--- src/rtl/freq_div_pkg.sv ---
// Shared types and constants for the programmable clock-enable divider.
package freq_div_pkg;

    typedef enum logic {
        MODE_TOGGLE = 1'b0,
        MODE_PULSE  = 1'b1
    } mode_t;

    localparam int unsigned MIN_DIV = 1;

endpackage

--- src/rtl/freq_div_reload.sv ---
// Single-entry reload buffer: valid/ready handshake, divisor clamp, and apply strobe.
module freq_div_reload
    import freq_div_pkg::*;
#(
    parameter int unsigned CNT_W = 8
) (
    input  logic             clk,
    input  logic             rst,
    input  logic             load_valid,
    input  logic [CNT_W-1:0] load_div,
    input  logic             load_mode,
    input  logic             apply_req,
    output logic             load_ready,
    output logic             apply_pending,
    output logic [CNT_W-1:0] pending_div,
    output logic             pending_mode
);

    logic             pending_q, pending_d;
    logic [CNT_W-1:0] pending_div_q, pending_div_d;
    mode_t            pending_mode_q, pending_mode_d;
    logic             accept;

    // Accept and apply are mutually exclusive: accept needs an empty buffer, apply a full one.
    always_comb begin
        accept         = load_valid & ~pending_q;
        apply_pending  = pending_q & apply_req;
        pending_d      = pending_q;
        pending_div_d  = pending_div_q;
        pending_mode_d = pending_mode_q;
        if (apply_pending) begin
            pending_d = 1'b0;
        end
        if (accept) begin
            pending_d      = 1'b1;
            pending_div_d  = (load_div == '0) ? CNT_W'(MIN_DIV) : load_div;
            pending_mode_d = mode_t'(load_mode);
        end
    end

    // NOTE: state flops use non-blocking assignments so every flop samples pre-edge values.
    always_ff @(posedge clk or negedge rst) begin
        if (!rst) begin
            pending_q      <= 1'b0;
            pending_div_q  <= CNT_W'(MIN_DIV);
            pending_mode_q <= MODE_TOGGLE;
        end else begin
            pending_q      <= pending_d;
            pending_div_q  <= pending_div_d;
            pending_mode_q <= pending_mode_d;
        end
    end

    assign load_ready   = ~pending_q;
    assign pending_div  = pending_div_q;
    assign pending_mode = pending_mode_q;

endmodule

--- src/rtl/freq_divider_prog.sv ---
// Runtime-programmable clock-enable divider with square/pulse output and binary prescaler taps.
module freq_divider_prog
    import freq_div_pkg::*;
#(
    parameter int unsigned CNT_W       = 8,
    parameter int unsigned TAP_W       = 3,
    parameter int unsigned DEFAULT_DIV = 8
) (
    input  logic             clk,
    input  logic             rst,
    input  logic             en,
    input  logic             load_valid,
    output logic             load_ready,
    input  logic [CNT_W-1:0] load_div,
    input  logic             load_mode,
    output logic             out,
    output logic             tick,
    output logic [TAP_W-1:0] taps,
    output logic [CNT_W-1:0] active_div
);

    logic [CNT_W-1:0] cnt_q, cnt_d;
    logic [CNT_W-1:0] div_q, div_d;
    mode_t            mode_q, mode_d;
    logic             out_q, out_d;
    logic             tick_q, tick_d;
    logic [TAP_W-1:0] taps_q, taps_d;

    logic             term;
    logic             apply_pending;
    logic [CNT_W-1:0] pending_div;
    logic             pending_mode;
    mode_t            next_mode;

    freq_div_reload #(.CNT_W(CNT_W)) u_reload (
        .clk          (clk),
        .rst          (rst),
        .load_valid   (load_valid),
        .load_div     (load_div),
        .load_mode    (load_mode),
        .apply_req    (term | ~en),
        .load_ready   (load_ready),
        .apply_pending(apply_pending),
        .pending_div  (pending_div),
        .pending_mode (pending_mode)
    );

    // NOTE: every always_comb output gets a default first so no latch can be inferred.
    always_comb begin
        term      = en & (cnt_q == div_q - CNT_W'(1));
        next_mode = apply_pending ? mode_t'(pending_mode) : mode_q;
        cnt_d     = cnt_q;
        div_d     = div_q;
        mode_d    = mode_q;
        out_d     = out_q;
        tick_d    = term;
        taps_d    = en ? taps_q + TAP_W'(1) : taps_q;

        // The output reacts in the mode that governs the period starting at this edge.
        if (!en) begin
            if (mode_q == MODE_PULSE) out_d = 1'b0;
        end else if (term) begin
            out_d = (next_mode == MODE_PULSE) ? 1'b1 : ~out_q;
        end else if (mode_q == MODE_PULSE) begin
            out_d = 1'b0;
        end

        if (apply_pending) begin
            cnt_d  = '0;
            div_d  = pending_div;
            mode_d = next_mode;
        end else if (en) begin
            cnt_d = term ? '0 : cnt_q + CNT_W'(1);
        end
    end

    // NOTE: the async reset restores the power-up divisor and drops any half-programmed state.
    always_ff @(posedge clk or negedge rst) begin
        if (!rst) begin
            cnt_q  <= '0;
            div_q  <= CNT_W'(DEFAULT_DIV);
            mode_q <= MODE_TOGGLE;
            out_q  <= 1'b0;
            tick_q <= 1'b0;
            taps_q <= '0;
        end else begin
            cnt_q  <= cnt_d;
            div_q  <= div_d;
            mode_q <= mode_d;
            out_q  <= out_d;
            tick_q <= tick_d;
            taps_q <= taps_d;
        end
    end

    assign out        = out_q;
    assign tick       = tick_q;
    assign taps       = taps_q;
    assign active_div = div_q;

endmodule
--- config.mk ---
export PLATFORM = sky130hd
export DESIGN_NAME = freq_divider_prog
export DESIGN_NICKNAME = d
export VERILOG_FILES = /design/src/rtl/freq_div_pkg.sv /design/src/rtl/freq_div_reload.sv /design/src/rtl/freq_divider_prog.sv
export SDC_FILE = /design/constraint.sdc
export NUM_CORES = 1
export LEC_CHECK = 0
export ABC_CLOCK_PERIOD_IN_PS = 5200
export CAP_MARGIN = 20
export CORE_UTILIZATION = 65
export DETAILED_ROUTE_END_ITERATION = 7
export DONT_BUFFER_PORTS = 1
export PLACE_DENSITY = 0.83
export SLEW_MARGIN = 20
export SYNTH_ARGS = -nofsm -noshare
export SYNTH_HDL_FRONTEND = slang
export SYNTH_SLANG_ARGS = --single-unit
--- constraint.sdc ---
create_clock -name clk -period 5.2 [get_ports clk]
set_clock_uncertainty 0.1 [all_clocks]
set_input_delay 0.26 -clock clk [delete_from_list [all_inputs] [get_ports clk]]
set_output_delay 0.26 -clock clk [all_outputs]
set_load 0.03 [all_outputs]
# Word-level counts from Yosys, hierarchy flattened
# Index checks and enable logic that the tools add are counted.
# Widths: inputs -> output; s select.
# word_totals
reg_bits	32
inputBits	13
out_inout_bits	14
wordCells	34
# op_classes
addsub	3
eq_ne	1
n_mux	11
bitwise	7
n_reduce_logical	3
# ops
cell	count
$mux 8	4
$add 8x1->8 const B	1
$eq 8x8->1	1
$logic_not 8->1	1
$sub 8x1->8 const B	1
$mux 1	7
$reduce_bool 2->1	2
$add 3x1->3 const B	1
$and 1x1->1	3
$not 1->1	3
$or 1x1->1	1

# Depth between registers and ports, before layout
# Gate-level depths: netlist of the first run.
# logic_depth
ltp_word	9
mapped_depth	8

# By module
# Synthesis of the first run repeated with hierarchy kept, for this count alone.
# hier_totals
hier_cells	150
hier_area_um2	1694.1
# modules_own_cells
module	instances	cells_each	area_per_inst_um2	seq_area_each_um2
freq_divider_prog	1	122	1258.7	551.8
freq_div_reload	1	28	435.4	251.5

# Worst setup path before layout of the first run
# OpenSTA, ideal clock, no wires.
# synth_timing
path_kind	reg2reg
start	register div_q[0], in the netlist active_div[0]
end	register div_q[0], in the netlist active_div[0]
arrival_ps	2388
path_slack_ps	2588
stages_incl_launch_ff	7
synth_period_minus_slack_ps	2612
path_cell_list	dfrtp_1 or4_1 o221a_2 nor3_1 o31ai_4 nand2_4 mux2_2
# synth_between
elab_chain_len	5
# synth_rtl
element	line	rtl
start: declaration	freq_divider_prog.sv:23	logic [CNT_W-1:0] div_q, div_d;
start signal: assignment	freq_divider_prog.sv:81	div_q <= CNT_W'(DEFAULT_DIV);
start signal: assignment	freq_divider_prog.sv:88	div_q <= div_d;
$sub 8x1->8	freq_divider_prog.sv:50	term = en & (cnt_q == div_q - CNT_W'(1));
$eq 8x8->1	freq_divider_prog.sv:50	
$and 1x1->1	freq_divider_prog.sv:50	
$or 1x1->1	freq_divider_prog.sv:41	.apply_req (term | ~en),
$and 1x1->1	freq_div_reload.sv:27	apply_pending = pending_q & apply_req;
# Every way passes these cells.
# A chain may end at the register's enable or synchronous reset.

# Worst setup path after layout of the first run
# Ends and elaborated chain as after synthesis.

==> run_summary.xml, run 1 <==
<?xml version="1.0" encoding="UTF-8"?>
<metrics>
  <group name="worst_setup_path">
    <metric name="slowest_stage" unit="">or4_1</metric>
    <metric name="required" unit="ps">5310</metric>
    <metric name="endpoint_kind" unit="">flop</metric>
    <metric name="rr_endpoint" unit="">active_div[0]$_DFFE_PN0P_</metric>
    <metric name="worstReg2RegStart" unit="">active_div[0]$_DFFE_PN0P_</metric>
    <metric name="critPathArrivalTime" unit="ps">3020</metric>
    <metric name="r2r_cells" unit="">6</metric>
    <metric name="timing.critical_path.from_type" unit="">flop</metric>
    <metric name="critical_path.cell_chain" unit="">or4_1, o221a_2, nor3_1, o31ai_4, nand2_4, mux2_2</metric>
    <metric name="worst_path_largest_cell_delay" unit="ps">660</metric>
    <metric name="setup_slack_of_the_most_critical_reg_to_reg_path" unit="ps">2290</metric>
    <metric name="cpLargestDelayFamily" unit="">simple AND/OR/NAND/NOR gates</metric>
    <metric name="critical_path_buf_inv_count" unit="">0</metric>
    <metric name="worstSetupPathType" unit="">reg2reg</metric>
    <metric name="path_max_fanout" unit="">9</metric>
  </group>
  <group name="logic_synthesis">
    <metric name="seq_area_frac_synth" unit="%">50.4</metric>
    <metric name="edff_count_synth" unit="">0</metric>
    <metric name="synth-seq-cells" unit="">32</metric>
    <metric name="syn_area_per_cell" unit="sq um">11.3</metric>
    <metric name="synthFlopType" unit="">dfrtp_1</metric>
    <metric name="ys_types" unit="">32</metric>
    <metric name="async_reset_ff_share" unit="%">100</metric>
    <metric name="netlist_top_cells_area" unit="">dfrtp_1 47%, mux2_2 13%, xor2_1 4.9%, xnor2_1 3.8%, dfstp_2 3.3%</metric>
    <metric name="syn_inst" unit="">141</metric>
    <metric name="netlist.top_cell.by_area" unit="">dfrtp_1</metric>
    <metric name="yosysWarnings" unit="">0</metric>
    <metric name="post_synth_instance_area" unit="sq um">1600</metric>
    <metric name="yosys-top-cells-count" unit="">30 x dfrtp_1, 18 x mux2_2, 12 x nand2_1</metric>
    <metric name="synth_nets" unit="">157</metric>
    <metric name="post-synth-top-area-fraction" unit="%">47.1</metric>
    <metric name="synthMostInstantiatedCell" unit="">dfrtp_1</metric>
  </group>
  <group name="grt">
    <metric name="grt_start_max_net_pins" unit="">33</metric>
    <metric name="grt.overflow.total" unit="">0</metric>
    <metric name="global_route.usage.met2" unit="%">43.9</metric>
    <metric name="gr-usage-met3" unit="%">9.65</metric>
    <metric name="via_count_of_the_first_global_routing_pass" unit="">1151</metric>
    <metric name="grt_util_met1" unit="%">38.0</metric>
    <metric name="busiest_layer" unit="">met2</metric>
    <metric name="globalRouteTotalUtil" unit="%">29.0</metric>
    <metric name="number_of_antenna_violations_at_the_first_check_in_global_routing" unit="">0</metric>
    <metric name="grt_pass1_wl" unit="mm">5.39</metric>
  </group>
  <group name="place">
    <metric name="post-dp-hpwl" unit="mm">2.01</metric>
    <metric name="count_of_buffers_from_port_buffering" unit="">0</metric>
    <metric name="placer_congestion_estimate" unit="">0.765</metric>
  </group>
  <group name="floorplanning">
    <metric name="fp.coreArea" unit="sq um">2250</metric>
    <metric name="rows" unit="">17</metric>
    <metric name="num_io_pins" unit="">27</metric>
    <metric name="design.die.area" unit="sq um">2660</metric>
    <metric name="dieWidth" unit="um">51.5</metric>
    <metric name="initial_utilization" unit="%">70.8</metric>
    <metric name="die_h" unit="um">51.5</metric>
  </group>
  <group name="sta">
    <metric name="final.setup.tns" unit="ps">0</metric>
    <metric name="finalWorstPathRequiredPeriod" unit="ps">2910</metric>
    <metric name="setup_repair_after_global_routing_missed_its_margin" unit="">no</metric>
    <metric name="rel_slew_slack" unit="%">64.2</metric>
    <metric name="final_setup_viols" unit="">0</metric>
    <metric name="max_clock_freq" unit="MHz">344</metric>
    <metric name="report.final.hold_viol_count" unit="">0</metric>
    <metric name="worst_slew_pin_slew" unit="ps">537</metric>
    <metric name="period_share" unit="%">55.9</metric>
    <metric name="maxSlewViolCount" unit="">0</metric>
  </group>
  <group name="clock_tree">
    <metric name="worstSkewPairLatency" unit="ps">330</metric>
    <metric name="tritoncts" unit="">built</metric>
    <metric name="clockRootBuffer" unit="">clkbuf_4</metric>
    <metric name="htreeDepth" unit="">2</metric>
    <metric name="cts_buffers" unit="">5</metric>
    <metric name="ctsLongestPathBuffers" unit="">2</metric>
    <metric name="clock_transition_at_the_registers_of_the_reported_paths" unit="ps">90</metric>
    <metric name="clkSinkCount" unit="">32</metric>
    <metric name="cts_setup_buffers" unit="">0</metric>
  </group>
  <group name="layout">
    <metric name="area_occupied_by_multi_input_gates" unit="sq um">762</metric>
    <metric name="seqCellArea" unit="sq um">803</metric>
    <metric name="antennaDiodeCount" unit="">0</metric>
    <metric name="num-fill-cells" unit="">133</metric>
    <metric name="final_nets" unit="">172</metric>
    <metric name="layout-area-overhead-vs-synth" unit="%">15.4</metric>
    <metric name="fraction_of_final_layout_cells_sized_beyond_drive_strength_1" unit="%">21.7</metric>
  </group>
  <group name="detailed_routing">
    <metric name="drcViolationCount" unit="">0</metric>
    <metric name="drt.antenna.violating_nets" unit="">0</metric>
    <metric name="dr_total_vias" unit="">1104</metric>
    <metric name="routed_wire_length_per_instance" unit="um">17.7</metric>
    <metric name="post_drt_via_cell_ratio" unit="">5.97</metric>
    <metric name="detailedRoute.firstPassIterationCount" unit="">4</metric>
    <metric name="detail_route.iter0.violations" unit="">17</metric>
    <metric name="routed_wl" unit="mm">3.27</metric>
  </group>
  <group name="hold_path">
    <metric name="hold_depth" unit="">2</metric>
    <metric name="min_to" unit="">out$_DFF_PN0_</metric>
    <metric name="min_path_type" unit="">in2reg</metric>
    <metric name="hold_start" unit="">en</metric>
  </group>
  <group name="flow_run">
    <metric name="drv_cap" unit="">0</metric>
  </group>
  <group name="power">
    <metric name="p_leak" unit="nW">0.785</metric>
    <metric name="power_density" unit="nW/um^2">559</metric>
    <metric name="sum_of_internal_switching_and_leakage_power" unit="mW">1.03</metric>
    <metric name="worst_ir_drop_vdd" unit="V">0.000398</metric>
  </group>
  <group name="status">
    <metric name="result_of_the_run" unit="">completed</metric>
  </group>
</metrics>
==> cells by family after synthesis <==
logic type               Yosys count  share of synthesized area (%)
XOR/XNOR                          16                           8.78
adder cells (fa/ha/maj)            3                           2.35
AO/OA/AOI/OAI                     20                           8.94
multiplexers                      19                           13.3
flip-flops                        32                           50.4
buffers and inverters              8                           1.88
AND/OR/NAND/NOR                   43                           14.4
==> through the flow <==
step                      setup WS [ps]  instance area [sq um]  cells  hold slack (ps)  util [%]
after floorplan                    2590                   1600    141             -136         -
final                              2290                   1840    185             17.1      81.6
after global routing               2200                   1840    185             30.2      81.6
after global placement             2470                   1620    165             -135      71.6
after CTS                          2310                   1840    185            0.501      81.6
after detailed placement           2340                   1620    165             -135      71.6
==> worst reg2reg max path, stage by stage (launching register included) <==
cell	delay, ps
dfrtp_1	550
or4_1	660
o221a_2	310
nor3_1	430
o31ai_4	210
nand2_4	180
mux2_2	360
==> per-layer routing <==
metal,up-vias,share of wire [%]
met5,-,0
met4,0,0.98
met2,32,51
met3,5,5.4
met1,541,43
li1,526,-
==> sequential cells by signal (all words and copies together) (netlist names) <==
signal                 count
active_div                 8
cnt_q                      8
mode_q                     1
out                        1
taps                       3
tick                       1
u_reload.pending_div       8
u_reload.pending_mode      1
u_reload.pending_q         1
==> report_power, final <==
group          internal (mW)  leakage (nW)  switching (mW)  total, mW
Clock                  0.128        0.0515          0.0818      0.209
Sequential             0.331         0.392           0.202      0.533
Combinational          0.149         0.341           0.136      0.285
==> how the worst max path moves through the flow <==
stage                              start                         to  slack, ps  cells after the start
2_1_floorplan  active_div[0]$_DFFE_PN0P_  active_div[0]$_DFFE_PN0P_       2590                      6
3_3_place_gp   active_div[0]$_DFFE_PN0P_  active_div[1]$_DFFE_PN0P_       2470                      6
3_5_place_dp   active_div[0]$_DFFE_PN0P_  active_div[0]$_DFFE_PN0P_       2340                      6
4_1_cts        active_div[0]$_DFFE_PN0P_  active_div[0]$_DFFE_PN0P_       2310                      6
5_1_grt        active_div[2]$_DFFE_PN0P_  active_div[0]$_DFFE_PN0P_       2200                      6
6_report       active_div[0]$_DFFE_PN0P_  active_div[0]$_DFFE_PN0P_       2290                      6
==> what timing repair did <==
| action | 4_1_cts | 5_1_grt |
|---|---|---|
| hold endpoints to repair | 46 | 0 |
| hold buffers | 12 | 0 |
| resized for setup | 0 | 0 |
==> placed cells by master (no fill, tap or decap), drive strengths merged <==
master,n
o21ai,10
dfrtp,30
xnor2,7
nor4,2
and3,2
and2,2
dfstp,2
nand3,7
o31a,1
nor3,4
xor2,9
nor3b,1
bufinv,1
o221a,1
inv,4
ha,3
nand4b,1
or4,1
o211a,1
dlygate4sd3,11
a31oi,1
a21oi,4
clkbuf,7
o31ai,1
a2111oi,1
nor2b,1
nand2b,3
mux2i,1
mux2,18
nand3b,1
buf,1
or3b,1
nor2,4
nand2,13
==> cell type report <==
cell class / count / area share (%)
inverters: 4 / 0.816
flip-flops and latches: 32 / 43.6
multi-input cells: 101 / 41.4
clock buffers: 7 / 3.54
clock inverters: 1 / 1.63
repair buffers: 12 / 7.07
well taps: 28 / 1.90
(Power assumes the default switching activity.)
==> run 2, diff against run 1 <==
Settings changed: ABC_CLOCK_PERIOD_IN_PS 5200 to 2700, CORE_UTILIZATION 65 to 61, PLACE_DENSITY 0.83 to 0.79.
Clock period 5.2 ns to 2.7 ns, I/O delays scaled along.
==> run 2 against run 1 <==
  * Via count is 3.8% higher
  * Worst setup slack worse by 2200 ps
  * Fmax is 12% higher
  * Critical endpoint is now active_div[1]$_DFFE_PN0P_
==> run_summary.xml, run 2 (synthesis results as in run 1) <==
<?xml version="1.0" encoding="UTF-8"?>
<metrics>
  <group name="status">
    <metric name="result_of_the_run" unit="">completed</metric>
  </group>
  <group name="detailed_routing">
    <metric name="routed_wl" unit="mm">3.33</metric>
    <metric name="post_drt_via_cell_ratio" unit="">5.94</metric>
    <metric name="drcViolationCount" unit="">0</metric>
    <metric name="drt.antenna.violating_nets" unit="">0</metric>
    <metric name="dr_total_vias" unit="">1146</metric>
    <metric name="detail_route.iter0.violations" unit="">22</metric>
    <metric name="routed_wire_length_per_instance" unit="um">17.3</metric>
    <metric name="detailedRoute.firstPassIterationCount" unit="">5</metric>
  </group>
  <group name="floorplanning">
    <metric name="design.die.area" unit="sq um">2820</metric>
    <metric name="fp.coreArea" unit="sq um">2480</metric>
    <metric name="rows" unit="">18</metric>
    <metric name="initial_utilization" unit="%">64.4</metric>
    <metric name="num_io_pins" unit="">27</metric>
    <metric name="dieWidth" unit="um">53.1</metric>
    <metric name="die_h" unit="um">53.1</metric>
  </group>
  <group name="sta">
    <metric name="worst_slew_pin_slew" unit="ps">557</metric>
    <metric name="maxSlewViolCount" unit="">0</metric>
    <metric name="finalWorstPathRequiredPeriod" unit="ps">2600</metric>
    <metric name="final_setup_viols" unit="">0</metric>
    <metric name="rel_slew_slack" unit="%">62.8</metric>
    <metric name="report.final.hold_viol_count" unit="">0</metric>
    <metric name="max_clock_freq" unit="MHz">384</metric>
    <metric name="final.setup.tns" unit="ps">0</metric>
    <metric name="period_share" unit="%">96.4</metric>
    <metric name="final_worst_path_setup_slack" unit="ps">97.6</metric>
  </group>
  <group name="hold_path">
    <metric name="min_path_type" unit="">in2reg</metric>
    <metric name="hold_depth" unit="">3</metric>
    <metric name="hold_start" unit="">en</metric>
    <metric name="min_to" unit="">cnt_q[7]$_DFFE_PN0P_</metric>
  </group>
  <group name="grt">
    <metric name="grt.overflow.total" unit="">0</metric>
    <metric name="number_of_antenna_violations_at_the_first_check_in_global_routing" unit="">0</metric>
    <metric name="via_count_of_the_first_global_routing_pass" unit="">1103</metric>
    <metric name="grt_pass1_wl" unit="mm">5.05</metric>
    <metric name="globalRouteTotalUtil" unit="%">26.3</metric>
    <metric name="grt_start_max_net_pins" unit="">33</metric>
  </group>
  <group name="power">
    <metric name="sum_of_internal_switching_and_leakage_power" unit="mW">1.94</metric>
    <metric name="power_density" unit="nW/um^2">1040</metric>
    <metric name="p_leak" unit="nW">0.803</metric>
    <metric name="worst_ir_drop_vdd" unit="V">0.000884</metric>
  </group>
  <group name="layout">
    <metric name="num-fill-cells" unit="">165</metric>
    <metric name="final_nets" unit="">178</metric>
    <metric name="fin_cells" unit="">193</metric>
    <metric name="most-common-layout-cells" unit="">30 x dfrtp_1, 18 x mux2_2, 12 x nand2_1, 11 x dlygate4sd3_1, 10 x o21ai_0</metric>
    <metric name="fraction_of_final_layout_cells_sized_beyond_drive_strength_1" unit="%">26.4</metric>
    <metric name="antennaDiodeCount" unit="">0</metric>
    <metric name="layout-area-overhead-vs-synth" unit="%">17.3</metric>
    <metric name="commonest_non_fill_non_tap_cell_in_the_layout" unit="">dfrtp_1</metric>
  </group>
  <group name="clock_tree">
    <metric name="worstSkewPairLatency" unit="ps">350</metric>
    <metric name="clock_transition_at_the_registers_of_the_reported_paths" unit="ps">90</metric>
    <metric name="htreeDepth" unit="">2</metric>
    <metric name="clkSinkCount" unit="">32</metric>
    <metric name="ctsLongestPathBuffers" unit="">2</metric>
    <metric name="cts_buffers" unit="">5</metric>
    <metric name="tritoncts" unit="">built</metric>
    <metric name="clockRootBuffer" unit="">clkbuf_4</metric>
    <metric name="cts_setup_buffers" unit="">0</metric>
  </group>
  <group name="worst_setup_path">
    <metric name="endpoint_kind" unit="">flop</metric>
    <metric name="required" unit="ps">2830</metric>
    <metric name="rr_endpoint" unit="">active_div[1]$_DFFE_PN0P_</metric>
    <metric name="timing.critical_path.from_type" unit="">flop</metric>
    <metric name="worstSetupPathType" unit="">reg2reg</metric>
    <metric name="critPathArrivalTime" unit="ps">2730</metric>
    <metric name="setup_slack_of_the_most_critical_reg_to_reg_path" unit="ps">100</metric>
    <metric name="r2r_cells" unit="">6</metric>
    <metric name="path_max_fanout" unit="">9</metric>
    <metric name="worstReg2RegStart" unit="">active_div[0]$_DFFE_PN0P_</metric>
  </group>
  <group name="flow_run">
    <metric name="drv_cap" unit="">0</metric>
  </group>
  <group name="place">
    <metric name="count_of_buffers_from_port_buffering" unit="">0</metric>
    <metric name="placer_congestion_estimate" unit="">0.803</metric>
    <metric name="dp_slack" unit="ps">35.9</metric>
    <metric name="place_inst" unit="">173</metric>
    <metric name="post-dp-hpwl" unit="mm">2.15</metric>
  </group>
</metrics>
[run 2: metrics by stage]
stage	cell area [sq um]	utilization (%)	hold slack, ps
after floorplan	1600	-	-261
after CTS	1850	74.8	16.7
final	1870	75.5	24.1
after global routing	1870	75.5	21.6
after detailed placement	1660	67.1	-260
after global placement	1660	67.1	-260
[run 2: routing by layer]
layer	share of wire, %	wire length, um	track usage, %
met1	45	1490	34.2
met2	47	1570	39.2
met3	5.7	189	7.18
met5	0	0	0
met4	2.4	81	14.5
[run 2: critical path, stage by stage, from the launching register on]
cell     delay, ps
dfrtp_1        510
or4_1          650
o221a_2        310
nor3_2         280
o31ai_4        130
nand2_4        160
mux2_2         350
[run 2: area by class of cell]
class                   instances  area [sq um]  area share [%]
multi-input cells             101           778            41.6
repair buffers                 18           175            9.36
flip-flops and latches         32           803            42.9
clock buffers                   6          51.3            2.74
clock inverters                 2          10.0           0.535
inverters                       4          15.0           0.803
well taps                      30          37.5            2.01
[run 2: timing repair]
item                       CTS  global route
setup endpoints to repair    0            10
hold buffers                12             0
resized for setup            0             3
hold endpoints to repair    53             0
[run 2: report_power, final]
part | switching [mW] | total, mW | internal (mW)
clock | 0.164 | 0.288 | 0.124
sequential | 0.300 | 0.940 | 0.640
combinational | 0.372 | 0.711 | 0.339
[run 2: how the worst max path moves through the flow]
stage	startpoint	slack, ps	end
floorplan	active_div[0]$_DFFE_PN0P_	90	active_div[0]$_DFFE_PN0P_
global placement	active_div[0]$_DFFE_PN0P_	110	active_div[0]$_DFFE_PN0P_
detailed placement	active_div[0]$_DFFE_PN0P_	40	active_div[4]$_DFFE_PN0P_
CTS	active_div[0]$_DFFE_PN0P_	30	active_div[1]$_DFFE_PN0P_
global route	active_div[0]$_DFFE_PN0P_	-9	active_div[2]$_DFFE_PN0P_
finish	active_div[0]$_DFFE_PN0P_	100	active_div[1]$_DFFE_PN0P_
==> run 3, diff against run 2 <==
Settings changed: CORE_UTILIZATION 61 to 55, PLACE_DENSITY 0.79 to 0.72.
==> run 3 against run 2 <==
  * Global-route usage shrank 2.6 points
  * Via count is essentially flat
  * Power grew 6.6%
  * Count of clock-buffer cells in the layout grew 1
  * Worst setup slack gained 8.4 ps
  * Register-to-register slack is essentially flat
  * Core utilization shrank 5.9 points
  * Fmax grew 0.32%
  * Non-clock buffer count is the same
  * Largest cell class unchanged
  * Largest power group unchanged
==> run_summary.xml, run 3 (synthesis results as in run 1) <==
<?xml version="1.0" encoding="UTF-8"?>
<metrics>
  <group name="layout">
    <metric name="num-fill-cells" unit="">195</metric>
    <metric name="antennaDiodeCount" unit="">0</metric>
    <metric name="seqCellArea" unit="sq um">805</metric>
    <metric name="cell_area_after_layout" unit="sq um">1920</metric>
    <metric name="fraction_of_final_layout_cells_sized_beyond_drive_strength_1" unit="%">27.0</metric>
    <metric name="area_occupied_by_multi_input_gates" unit="sq um">791</metric>
    <metric name="final_util" unit="%">69.6</metric>
    <metric name="most-common-layout-cells" unit="">29 x dfrtp_1, 18 x mux2_2, 12 x nand2_1, 11 x dlygate4sd3_1, 10 x o21ai_0</metric>
    <metric name="fin_cells" unit="">194</metric>
    <metric name="final_nets" unit="">178</metric>
    <metric name="commonest_non_fill_non_tap_cell_in_the_layout" unit="">dfrtp_1</metric>
    <metric name="layout-area-overhead-vs-synth" unit="%">20.3</metric>
  </group>
  <group name="sta">
    <metric name="final_setup_viols" unit="">0</metric>
    <metric name="period_share" unit="%">96.1</metric>
    <metric name="maxSlewViolCount" unit="">0</metric>
    <metric name="finalWorstPathRequiredPeriod" unit="ps">2590</metric>
    <metric name="final_worst_path_setup_slack" unit="ps">106</metric>
    <metric name="report.final.hold_viol_count" unit="">0</metric>
    <metric name="worst_slew_pin_slew" unit="ps">580</metric>
    <metric name="fin_hold_ws" unit="ps">14.6</metric>
    <metric name="setup_repair_after_global_routing_missed_its_margin" unit="">no</metric>
    <metric name="rel_slew_slack" unit="%">61.3</metric>
    <metric name="max_clock_freq" unit="MHz">386</metric>
  </group>
  <group name="status">
    <metric name="result_of_the_run" unit="">completed</metric>
  </group>
  <group name="floorplanning">
    <metric name="num_io_pins" unit="">27</metric>
    <metric name="dieWidth" unit="um">55.9</metric>
    <metric name="die_h" unit="um">55.9</metric>
    <metric name="initial_utilization" unit="%">57.8</metric>
    <metric name="rows" unit="">19</metric>
    <metric name="design.die.area" unit="sq um">3120</metric>
    <metric name="fp.coreArea" unit="sq um">2760</metric>
  </group>
  <group name="grt">
    <metric name="via_count_of_the_first_global_routing_pass" unit="">1216</metric>
    <metric name="number_of_antenna_violations_at_the_first_check_in_global_routing" unit="">0</metric>
    <metric name="globalRouteTotalUtil" unit="%">23.7</metric>
    <metric name="grt_pass1_wl" unit="mm">5.54</metric>
    <metric name="grt_start_max_net_pins" unit="">33</metric>
    <metric name="grt.overflow.total" unit="">0</metric>
  </group>
  <group name="worst_setup_path">
    <metric name="path_max_fanout" unit="">9</metric>
    <metric name="setup_slack_of_the_most_critical_reg_to_reg_path" unit="ps">110</metric>
    <metric name="critical_path_buf_inv_count" unit="">0</metric>
    <metric name="timing.critical_path.from_type" unit="">flop</metric>
    <metric name="worst_path_largest_cell_delay" unit="ps">650</metric>
    <metric name="critPathArrivalTime" unit="ps">2720</metric>
    <metric name="worstSetupPathType" unit="">reg2reg</metric>
    <metric name="endpoint_kind" unit="">flop</metric>
    <metric name="rr_endpoint" unit="">active_div[7]$_DFFE_PN0P_</metric>
    <metric name="cpLargestDelayFamily" unit="">simple AND/OR/NAND/NOR gates</metric>
    <metric name="slowest_stage" unit="">or4_1</metric>
    <metric name="required" unit="ps">2830</metric>
    <metric name="r2r_cells" unit="">6</metric>
    <metric name="critical_path.cell_chain" unit="">or4_1, o221a_2, nor3_2, o31ai_4, nand2_4, mux2_2</metric>
    <metric name="worstReg2RegStart" unit="">active_div[0]$_DFFE_PN0P_</metric>
  </group>
  <group name="place">
    <metric name="count_of_buffers_from_port_buffering" unit="">0</metric>
    <metric name="post-dp-hpwl" unit="mm">2.30</metric>
    <metric name="dp_slack" unit="ps">-3.79</metric>
    <metric name="post_dp_cell_area" unit="sq um">1660</metric>
    <metric name="place_inst" unit="">174</metric>
    <metric name="placer_congestion_estimate" unit="">0.804</metric>
  </group>
  <group name="hold_path">
    <metric name="min_to" unit="">u_reload.pending_q$_DFFE_PN0P_</metric>
    <metric name="hold_start" unit="">en</metric>
    <metric name="min_path_type" unit="">in2reg</metric>
    <metric name="hold_depth" unit="">3</metric>
  </group>
  <group name="flow_run">
    <metric name="drv_cap" unit="">0</metric>
  </group>
  <group name="detailed_routing">
    <metric name="post_drt_via_cell_ratio" unit="">5.90</metric>
    <metric name="drt.antenna.violating_nets" unit="">0</metric>
    <metric name="detailedRoute.firstPassIterationCount" unit="">4</metric>
    <metric name="routed_wire_length_per_instance" unit="um">16.8</metric>
    <metric name="detail_route.iter0.violations" unit="">27</metric>
    <metric name="routed_wl" unit="mm">3.26</metric>
    <metric name="drcViolationCount" unit="">0</metric>
    <metric name="dr_total_vias" unit="">1145</metric>
  </group>
  <group name="clock_tree">
    <metric name="htreeDepth" unit="">2</metric>
    <metric name="clockRootBuffer" unit="">clkbuf_4</metric>
    <metric name="tritoncts" unit="">built</metric>
    <metric name="ctsLongestPathBuffers" unit="">2</metric>
    <metric name="cts_setup_buffers" unit="">0</metric>
    <metric name="clkSinkCount" unit="">32</metric>
    <metric name="cts_buffers" unit="">5</metric>
    <metric name="worstSkewPairLatency" unit="ps">340</metric>
    <metric name="clock_transition_at_the_registers_of_the_reported_paths" unit="ps">100</metric>
  </group>
  <group name="power">
    <metric name="worst_ir_drop_vdd" unit="V">0.000847</metric>
    <metric name="power_density" unit="nW/um^2">1080</metric>
    <metric name="p_leak" unit="nW">0.816</metric>
  </group>
</metrics>
## run 3: tightest hold or removal path: stages
cell,delay [ps]
o31ai_4,50
buf_4,160
o21ai_0,80
## run 3: layout make-up
class / count / share of cell area, %
Tap cell: 31 / 2.02
Multi-Input combinational cell: 101 / 41.2
Inverter: 4 / 0.782
Timing Repair Buffer: 18 / 9.13
Sequential cell: 32 / 41.9
Clock buffer: 7 / 3.39
Clock inverter: 1 / 1.56
## run 3: per-layer routing
metal  track usage [%]  vias up  wire length, um
met5                 0        -                0
met4              8.36        0               40
met3              7.91        5              141
met2              41.8       25             1720
met1              26.6      574             1360
li1                  -      541                -
## run 3: worst max-delay path by stage
stage / depth (start not counted) / endpoint / from / slack (ps)
detailed placement: 9 / mode_q$_DFFE_PN0P_ / active_div[0]$_DFFE_PN0P_ / -4
CTS: 6 / active_div[2]$_DFFE_PN0P_ / active_div[0]$_DFFE_PN0P_ / 70
finish: 6 / active_div[7]$_DFFE_PN0P_ / active_div[0]$_DFFE_PN0P_ / 110
global route: 9 / active_div[7]$_DFFE_PN0P_ / active_div[0]$_DFFE_PN0P_ / 40
floorplan: 6 / active_div[0]$_DFFE_PN0P_ / active_div[0]$_DFFE_PN0P_ / 90
global placement: 6 / active_div[4]$_DFFE_PN0P_ / active_div[0]$_DFFE_PN0P_ / 100
## run 3: power by group
| part | internal (mW) | total [mW] | leakage (nW) | switching, mW |
|---|---|---|---|---|
| logic | 0.340 | 0.706 | 0.374 | 0.366 |
| clock network | 0.246 | 0.410 | 0.0515 | 0.164 |
| registers | 0.642 | 0.951 | 0.391 | 0.309 |
## run 3: what timing repair did
action	4_1_cts	5_1_grt
resized for setup	2	3
endpoints found under the setup margin	8	8
hold endpoints to repair	47	0
hold buffers	12	0
## run 3: stage by stage
| stage | power, mW | TNS [ps] |
|---|---|---|
| finish | 2.07 | 0 |
| global placement | 1.56 | 0 |
| global route | 2.18 | 0 |
| CTS | 2.06 | 0 |
| detailed placement | 1.62 | -3.79 |
| floorplan | 1.41 | 0 |
